[src/rtl/muldiv_unit.sv]
// muldiv_unit: iterative RV32M multiply/divide unit for the Execute stage.
// Radix-2 shift-add multiply and restoring divide, one bit per cycle.
// The pipeline is held through o_stall while the unit computes. The result
// is then presented for one cycle with o_valid.
//
// Ports:
//   i_clk      clock, rising edge
//   i_rst      asynchronous reset, active-low
//   i_start    EX-stage instruction is an M-extension op
//   i_funct3   000 MUL, 001 MULH, 010 MULHSU, 011 MULHU,
//              100 DIV, 101 DIVU, 110 REM, 111 REMU
//   i_rs1      operand A (multiplicand / dividend)
//   i_rs2      operand B (multiplier / divisor)
//   i_rd_addr  destination register of the op
//   i_flush    kill the in-flight op (redirect); has priority over i_start
//   o_stall    stall request to the hazard unit
//   o_valid    one-cycle pulse: o_result / o_rd_addr are valid
//   o_result   registered result, held until the next completion
//   o_rd_addr  registered destination address, held until the next completion
//
// Handshake: an op is accepted in IDLE when i_start & !i_flush. o_valid is
// high only in DONE, and only if that cycle is not flushed. i_start seen
// outside IDLE is the same stalled instruction and is ignored.
module muldiv_unit (
    input  logic        i_clk,
    input  logic        i_rst,
    input  logic        i_start,
    input  logic [2:0]  i_funct3,
    input  logic [31:0] i_rs1,
    input  logic [31:0] i_rs2,
    input  logic [4:0]  i_rd_addr,
    input  logic        i_flush,
    output logic        o_stall,
    output logic        o_valid,
    output logic [31:0] o_result,
    output logic [4:0]  o_rd_addr
);
    typedef enum logic [1:0] {IDLE = 2'd0, CALC = 2'd1, DONE = 2'd2} state_t;

    state_t      state_q, state_d;
    logic [5:0]  cnt_q, cnt_d;
    logic [2:0]  funct3_q, funct3_d;
    logic [4:0]  rd_q, rd_d;
    logic        neg_a_q, neg_a_d;
    logic        neg_b_q, neg_b_d;
    logic [31:0] opb_q, opb_d;        // multiplicand (mul) or divisor (div)
    logic [63:0] acc_q, acc_d;        // product, or {remainder, quotient}
    logic [31:0] result_q, result_d;
    logic [4:0]  rd_out_q, rd_out_d;

    logic        accept, is_div, sign_a, sign_b, div_zero, div_ovf;
    logic [31:0] mag_a, mag_b, fast_res;
    logic [32:0] mul_sum, rem_shift, rem_diff;
    logic [63:0] acc_step, prod_fix;
    logic [31:0] quo_fix, rem_fix, final_res;

    // Start decode. MULHSU treats rs2 as unsigned; MULHU, DIVU and REMU treat both operands as unsigned.
    always_comb begin
        accept   = i_start & ~i_flush;
        is_div   = i_funct3[2];
        sign_a   = is_div ? ~i_funct3[0] : (i_funct3[1:0] != 2'b11);
        sign_b   = is_div ? ~i_funct3[0] : ~i_funct3[1];
        neg_a_d  = sign_a & i_rs1[31];
        neg_b_d  = sign_b & i_rs2[31];
        mag_a    = neg_a_d ? (32'd0 - i_rs1) : i_rs1;
        mag_b    = neg_b_d ? (32'd0 - i_rs2) : i_rs2;
        div_zero = is_div & (i_rs2 == 32'd0);
        div_ovf  = is_div & ~i_funct3[0] & (i_rs1 == 32'h8000_0000) & (i_rs2 == 32'hFFFF_FFFF);
        if (div_zero) begin
            fast_res = i_funct3[1] ? i_rs1 : 32'hFFFF_FFFF;
        end else begin
            fast_res = i_funct3[1] ? 32'd0 : 32'h8000_0000;
        end
    end

    // One iteration of the datapath, applied to the current accumulator.
    always_comb begin
        mul_sum   = {1'b0, acc_q[63:32]} + {1'b0, opb_q};
        rem_shift = acc_q[63:31];
        rem_diff  = rem_shift - {1'b0, opb_q};
        if (funct3_q[2]) begin
            // Remainder is always below the divisor, so the kept difference fits in 32 bits.
            if (rem_shift >= {1'b0, opb_q}) begin
                acc_step = {rem_diff[31:0], acc_q[30:0], 1'b1};
            end else begin
                acc_step = {acc_q[62:0], 1'b0};
            end
        end else begin
            if (acc_q[0]) begin
                acc_step = {mul_sum, acc_q[31:1]};
            end else begin
                acc_step = {1'b0, acc_q[63:1]};
            end
        end
    end

    // Sign correction of the final iteration's value. For MULHSU neg_b_q is 0.
    always_comb begin
        prod_fix = (neg_a_q ^ neg_b_q) ? (64'd0 - acc_step) : acc_step;
        quo_fix  = (neg_a_q ^ neg_b_q) ? (32'd0 - acc_step[31:0]) : acc_step[31:0];
        rem_fix  = neg_a_q ? (32'd0 - acc_step[63:32]) : acc_step[63:32];
        case (funct3_q)
            3'b000:                 final_res = prod_fix[31:0];
            3'b001, 3'b010, 3'b011: final_res = prod_fix[63:32];
            3'b100, 3'b101:         final_res = quo_fix;
            default:                final_res = rem_fix;
        endcase
    end

    // FSM next-state and datapath register updates.
    always_comb begin
        state_d  = state_q;
        cnt_d    = cnt_q;
        funct3_d = funct3_q;
        rd_d     = rd_q;
        opb_d    = opb_q;
        acc_d    = acc_q;
        result_d = result_q;
        rd_out_d = rd_out_q;
        case (state_q)
            IDLE: begin
                if (accept) begin
                    funct3_d = i_funct3;
                    rd_d     = i_rd_addr;
                    cnt_d    = 6'd0;
                    opb_d    = is_div ? mag_b : mag_a;
                    acc_d    = {32'd0, is_div ? mag_a : mag_b};
                    if (div_zero | div_ovf) begin
                        result_d = fast_res;
                        rd_out_d = i_rd_addr;
                        state_d  = DONE;
                    end else begin
                        state_d  = CALC;
                    end
                end
            end
            CALC: begin
                if (i_flush) begin
                    state_d = IDLE;
                end else begin
                    acc_d = acc_step;
                    cnt_d = cnt_q + 6'd1;
                    if (cnt_q == 6'd31) begin
                        result_d = final_res;
                        rd_out_d = rd_q;
                        state_d  = DONE;
                    end
                end
            end
            DONE: begin
                state_d = IDLE;
            end
            default: begin
                state_d = IDLE;
            end
        endcase
    end

    always_ff @(posedge i_clk or negedge i_rst) begin
        if (!i_rst) begin
            state_q  <= IDLE;
            cnt_q    <= 6'd0;
            funct3_q <= 3'd0;
            rd_q     <= 5'd0;
            neg_a_q  <= 1'b0;
            neg_b_q  <= 1'b0;
            opb_q    <= 32'd0;
            acc_q    <= 64'd0;
            result_q <= 32'd0;
            rd_out_q <= 5'd0;
        end else begin
            state_q  <= state_d;
            cnt_q    <= cnt_d;
            funct3_q <= funct3_d;
            rd_q     <= rd_d;
            opb_q    <= opb_d;
            acc_q    <= acc_d;
            result_q <= result_d;
            rd_out_q <= rd_out_d;
            if (state_q == IDLE && accept) begin
                neg_a_q <= neg_a_d;
                neg_b_q <= neg_b_d;
            end
        end
    end

    // The gating with i_rst keeps the stall request low during reset, even while i_start is high.
    assign o_stall   = i_rst & (((state_q == IDLE) & accept) | (state_q == CALC));
    assign o_valid   = (state_q == DONE) & ~i_flush;
    assign o_result  = result_q;
    assign o_rd_addr = rd_out_q;

endmodule

[config.mk]
export PLATFORM = sky130hd
export DESIGN_NAME = muldiv_unit
export DESIGN_NICKNAME = d
export VERILOG_FILES = /design/src/rtl/muldiv_unit.sv
export SDC_FILE = /design/constraint.sdc
export NUM_CORES = 1
export LEC_CHECK = 0
export CORE_MARGIN = 1
export CORE_UTILIZATION = 48
export CTS_BUF_LIST = sky130_fd_sc_hd__clkbuf_8
export CTS_CLUSTER_SIZE = 24
export DETAILED_ROUTE_END_ITERATION = 10
export GPL_TIMING_DRIVEN = 0
export PLACE_DENSITY_LB_ADDON = 0.25
export SYNTH_ARGS = -nofsm -noshare
export SYNTH_HDL_FRONTEND = slang
export SYNTH_SLANG_ARGS = --single-unit
[constraint.sdc]
create_clock -name i_clk -period 4.5 [get_ports i_clk]
set_input_delay 0.45 -clock i_clk [delete_from_list [all_inputs] [get_ports i_clk]]
set_output_delay 0.45 -clock i_clk [all_outputs]
set_load 0.02 [all_outputs]
Word-level counts from Yosys, hierarchy flattened
Cells that the tools add are included.
{"block": "word_totals", "input_bits": 76, "mem_bits_rw": 0, "latchBits": 0, "wordCells": 99, "ff_bits": 151, "out_inout_bits": 39, "mem_count": 0, "romBits": 0}
{"block": "op_classes", "reduce_logical": 11, "eq_ne": 16, "order_cmp": 1, "n_shift": 0, "n_bitwise": 16, "div_mod_pow": 0, "addsub": 8, "n_mux": 37, "multipliers": 0}
{"operator": "32-bit 2-to-1 mux", "n": 13}
{"operator": "64-bit 2-to-1 mux", "n": 6}
{"operator": "64-bit case mux with 2 select lines", "n": 1}
{"operator": "1-bit by 32-bit subtractor with 32-bit output (first input constant)", "n": 4}
{"operator": "32-bit case mux with 3 select lines", "n": 1}
{"operator": "32-bit equality test (second input constant)", "n": 2}
{"operator": "32-bit case mux with 2 select lines", "n": 1}
{"operator": "1-bit by 64-bit subtractor with 64-bit output (first input constant)", "n": 1}
{"operator": "32-bit by 32-bit adder with 33-bit output", "n": 1}
{"operator": "33-bit by 32-bit >= comparator with 1-bit output", "n": 1}
{"operator": "32-bit logical NOT", "n": 1}
{"operator": "32-bit subtractor", "n": 1}
{"operator": "5-bit 2-to-1 mux", "n": 4}
{"operator": "6-bit 2-to-1 mux", "n": 2}
{"operator": "6-bit case mux with 2 select lines", "n": 1}
{"operator": "1-bit bitwise AND", "n": 10}
{"operator": "2-bit != test (second input constant)", "n": 5}
{"operator": "5-bit case mux with 2 select lines", "n": 1}
{"operator": "2-bit 2-to-1 mux", "n": 4}
{"operator": "6-bit by 1-bit adder with 6-bit output (second input constant)", "n": 1}
{"operator": "3-bit by 2-bit equality test with 1-bit output (second input constant)", "n": 2}
{"operator": "3-bit equality test (second input constant)", "n": 2}
{"operator": "6-bit by 5-bit equality test with 1-bit output (second input constant)", "n": 1}
{"operator": "5-bit AND reduction", "n": 1}
{"operator": "other kinds (17)", "n": 22}

Depth between registers and ports, before layout
{"block": "depth", "word_depth": 9, "ltp_mapped": 23, "ltp_nobuf": 20}

Worst setup path after synthesis
No wires, ideal clock.
{"block": "synth_path", "path_type": "reg-to-reg", "from": "reg funct3_q[2]", "to": "reg result_q[12] (netlist: o_result[12])", "period_less_slack_ns": 4.849, "slack_ns": -0.349, "required_ns": 4.381, "path_stages_with_launch": 23, "setup_ns": 0.119, "t_arrival_ns": 4.730, "path_cell_list": "dfrtp_1 > buf_2 > buf_2 > buf_2 > buf_2 > buf_2 > buf_2 > buf_1 > clkbuf_1 > clkbuf_1 > o21ai_0 > ha_1 > nand2_1 > or2_2 > nor4_1 > nand3b_1 > nor2b_1 > clkbuf_1 > a21oi_1 > xnor2_1 > a222oi_1 > o211ai_1 > o21a_1"}
{"block": "synth_between", "elab_chain_cells": 7}
{"element": "start, declared", "line": "42", "source": "logic [2:0] funct3_q, funct3_d;"}
{"element": "start signal, assigned", "line": "174", "source": "funct3_q <= funct3_d;"}
{"element": "64-bit 2-to-1 mux", "line": "81", "source": "if (funct3_q[2]) begin"}
{"element": "1-bit by 64-bit subtractor with 64-bit output (tied with other cells)", "line": "99", "source": "prod_fix = (neg_a_q ^ neg_b_q) ? (64'd0 - acc_step) : acc_step;"}
{"element": "64-bit 2-to-1 mux (tied with other cells)", "line": "99"}
{"element": "32-bit case mux with 3 select lines *", "line": "102", "source": "case (funct3_q)"}
{"element": "32-bit 2-to-1 mux *", "line": "143", "source": "if (cnt_q == 6'd31) begin"}
{"element": "32-bit 2-to-1 mux *", "line": "138", "source": "if (i_flush) begin"}
{"element": "32-bit case mux with 2 select lines *", "line": "120", "source": "case (state_q)"}
{"element": "end signal, assigned", "line": "178", "source": "result_q <= result_d;"}
{"element": "end, declared", "line": "48", "source": "logic [31:0] result_q, result_d;"}
Every way passes the cells marked *; elsewhere a longest branch is shown, timed or not. The select of a mux whose other input is x is not followed.
A chain may end at the register's enable or synchronous reset.

Worst setup path in the final report
{"block": "layout_path", "from": "reg acc_q[43]", "to": "reg result_q[12] (netlist: o_result[12])"}
{"block": "layout_between", "elab_chain_cells": 9}
{"element": "start, declared", "line": "47", "source": "logic [63:0] acc_q, acc_d;"}
{"element": "start signal, assigned", "line": "168", "source": "acc_q <= 64'd0;"}
{"element": "start signal, assigned", "line": "177", "source": "acc_q <= acc_d;"}
{"element": "32-bit by 32-bit adder with 33-bit output (tied with other cells)", "line": "78", "source": "mul_sum = {1'b0, acc_q[63:32]} + {1'b0, opb_q};"}
{"element": "64-bit 2-to-1 mux, on equally long branches", "line": "89, 83"}
{"element": "64-bit 2-to-1 mux *", "line": "81"}
{"element": "1-bit by 64-bit subtractor with 64-bit output (tied with other cells)", "line": "99"}
{"element": "64-bit 2-to-1 mux (tied with other cells)", "line": "99"}
{"element": "32-bit case mux with 3 select lines *", "line": "102"}
{"element": "32-bit 2-to-1 mux *", "line": "143"}
{"element": "32-bit 2-to-1 mux *", "line": "138"}
{"element": "32-bit case mux with 2 select lines *", "line": "120"}
Marked as above.

==> qor.txt <==
outcome: finished, violations left
failing checks: setup timing
site row count: 67
CTS clk-pin slew, worst paths: 0.11 ns
Avg Vias per Cell: 6.88
Arrival @ worst endpoint: 5.55 ns
CTS sink count: 151
Residual DRC: 0
Seq/Total Area, Yosys: 0.230
Final setup viols: 23
final period utilization: 1.14
clock latency on the worst-skew pair: 0.55 ns
Congestion Overflow GR: 0
Fmax: 0.196 GHz
CTS tree: built
antenna violations before repair: 4
fin crit period: 5.11 ns
worst setup slack after layout: -0.611 ns
DRT iter0 DRCs: 2683
Num CTS Buffers: 17
routability-driven placement congestion ratio: 1.07
Seq. cell area: 0.00382 sq mm
vias in the first global route: 19919
routed len/inst: 29.2 microns
commonest non-fill, non-tap cell in the layout: nand2_1
WL final: 87200 microns
core box area: 0.0335 sq mm
io pins: 115
Post-Synthesis Cells: 2248
Post-synth EDFFs: 0
most frequent cells in the layout: nand2_1 (277), o21ai_0 (221), nor2_1 (201)
unrepaired setup endpoints after global routing: true
Startpoint Class: flop
main flop type after synthesis: dfrtp_1
TritonRoute pass-1 iters: 7
Syn. warnings: 0
post-DP HPWL: 66100 microns
via count: 20585
asr flop ratio synth: 1.00
Required @ worst endpoint: 4.94 ns
Final Hold Fails: 0
Finished Cell Area: 0.0215 sq mm
layout cells sized above 1: 0.196
initial core utilization: 0.489
leakage power total: 8.32 nW
final core occ: 0.641
Multi-input gate area: 0.0133 sq mm
Die Width: 187 microns
# Max-Cap Violations: 0
largest net degree at the start of global routing: 88
maximum vdd drop: 401 uV
Final TNS setup: -5.16 ns
post-synth cell types: 98
pre-CTS setup slack: -2.36 ns
# fillers: 2937
placed cell area: 0.0182 sq mm
I/O Buffers: 114
CP Class: reg -> reg
syn avg cell area: 7.29 sq um
pwr/cell area: 871 mW/mm^2
worst clock skew: 0.0198 ns
H-tree levels: 4
CP Capture Type: flop
height of the chip: 187 microns
first-pass GRT wire length: 126000 microns
worst hold-check path type: in -> async
Worst-Margin Slew: 1.14 ns
ANT nets after route: 0
die area: 0.0349 sq mm
mapped cell area: 0.0164 sq mm
flops & latches, synth: 151
CP Max Fanout: 6
Nets: 2675
syn nets: 2396
Total GRT Usage: 0.488
Max clock buf depth: 2
Worst slew margin: 0.242
clock root buffer master: clkbuf_8
Tot Pwr: 18.7 mW
Layout area overhead: 31.1%
Pins Over Slew Limit: 0
==> area by class of cell <==
type | instances | share of cell area
clock inverter | 15 | 0.00850
antenna | 3 | 0.000349
buffer | 129 | 0.0342
timing repair buffer | 269 | 0.113
multi-input combinational | 1885 | 0.617
clock buffer | 17 | 0.0109
tap | 448 | 0.0261
sequential | 151 | 0.178
inverter | 74 | 0.0130
==> per-layer routing <==
metal  GRT usage  share of wire
met1       0.550           0.35
met2       0.766           0.44
met3       0.126           0.11
met4       0.433           0.10
met5           0        0.00052
==> sequential cells by signal (all words and copies together), names as in the netlist <==
signal	flops
neg_a_q	1
o_rd_addr	5
state_q	2
opb_q	32
neg_b_q	1
cnt_q	6
rd_q	5
funct3_q	3
o_result	32
acc_q	64
==> worst max-delay path, cell delays in order, from the launching register on <==
cell,delay [ns]
dfrtp_1,0.53
ha_2,0.39
nand2_2,0.15
nor4_4,0.09
a32oi_2,0.24
buf_4,0.15
and3_4,0.17
buf_6,0.12
nand4_1,0.13
buf_6,0.20
o21ai_4,0.07
ha_4,0.17
nand2_4,0.05
or2_4,0.28
nor4_4,0.19
nand3b_1,0.26
nor2b_4,0.25
buf_8,0.14
a21oi_2,0.05
xnor2_1,0.18
a222oi_1,0.83
o211ai_1,0.20
o21a_1,0.15
==> report_power, final <==
| group | total [mW] | internal, mW | switching [mW] | leakage [nW] |
|---|---|---|---|---|
| logic | 15.0 | 5.76 | 9.21 | 6.28 |
| clock network | 1.20 | 0.517 | 0.688 | 0.212 |
| registers | 2.56 | 1.89 | 0.664 | 1.83 |
==> stage by stage <==
stage | hold slack, ns | std cells
floorplan | 0.154 | 2248
global placement | 0.465 | 2810
detailed placement | 0.465 | 2812
CTS | 0.482 | 2939
global route | 0.487 | 2988
finish | 0.453 | 2991
==> timing repair <==
action / CTS / global route
endpoints found under the setup margin: 41 / 32
setup buffers: 99 / 55
hold endpoints to repair: 65 / 0
hold buffers: 1 / 0
cloned: 1 / 0
pin swaps: 76 / 82
resized for setup: 265 / 147
==> synth_stat cells, drive strengths merged, types with 19 or more instances <==
| library cell | count | area share |
|---|---|---|
| nor2 | 207 | 0.047 |
| nand4 | 34 | 0.014 |
| o21a | 21 | 0.0096 |
| a21oi | 220 | 0.067 |
| dfrtp | 151 | 0.23 |
| ha | 70 | 0.053 |
| o31ai | 34 | 0.016 |
| or3 | 24 | 0.0095 |
| mux2i | 50 | 0.031 |
| nand3 | 31 | 0.0098 |
| nand2b | 23 | 0.0088 |
| o211ai | 25 | 0.011 |
| xnor2 | 81 | 0.043 |
| a21o | 25 | 0.011 |
| o21ai | 251 | 0.077 |
| clkbuf | 101 | 0.023 |
| xor2 | 71 | 0.038 |
| a31oi | 29 | 0.011 |
| a211oi | 36 | 0.017 |
| nand2 | 287 | 0.066 |
| nor4 | 19 | 0.0082 |
| buf | 37 | 0.012 |
| inv | 73 | 0.017 |
| nor3 | 56 | 0.017 |
==> path summary, 6_finish.rpt <==
| kind | from | endpoint | slack, ns | depth (start not counted) |
|---|---|---|---|---|
| max | acc_q[43]$_DFFE_PN0P_ | o_result[12]$_DFFE_PN0P_ | -0.61 | 22 |
| min | i_rst | cnt_q[2]$_DFFE_PN0P_ | 0.45 | 2 |
| max reg2reg | acc_q[43]$_DFFE_PN0P_ | o_result[12]$_DFFE_PN0P_ | -0.61 | 22 |
| min reg2reg | rd_q[2]$_DFFE_PN0P_ | rd_q[2]$_DFFE_PN0P_ | 0.48 | 2 |
| max in group asynchronous | i_rst | opb_q[23]$_DFFE_PN0P_ | 3.08 | 3 |
| min in group i_clk | i_rd_addr[1] | rd_q[1]$_DFFE_PN0P_ | 0.46 | 3 |
==> kinds of logic after synthesis <==
group | synth area share
compound gates | 0.316
mux | 0.0415
fa+ha+maj | 0.0559
xor+xnor | 0.0812
flops | 0.230
buf+inv | 0.0519
simple gates | 0.223
(Power assumes the default switching activity.)
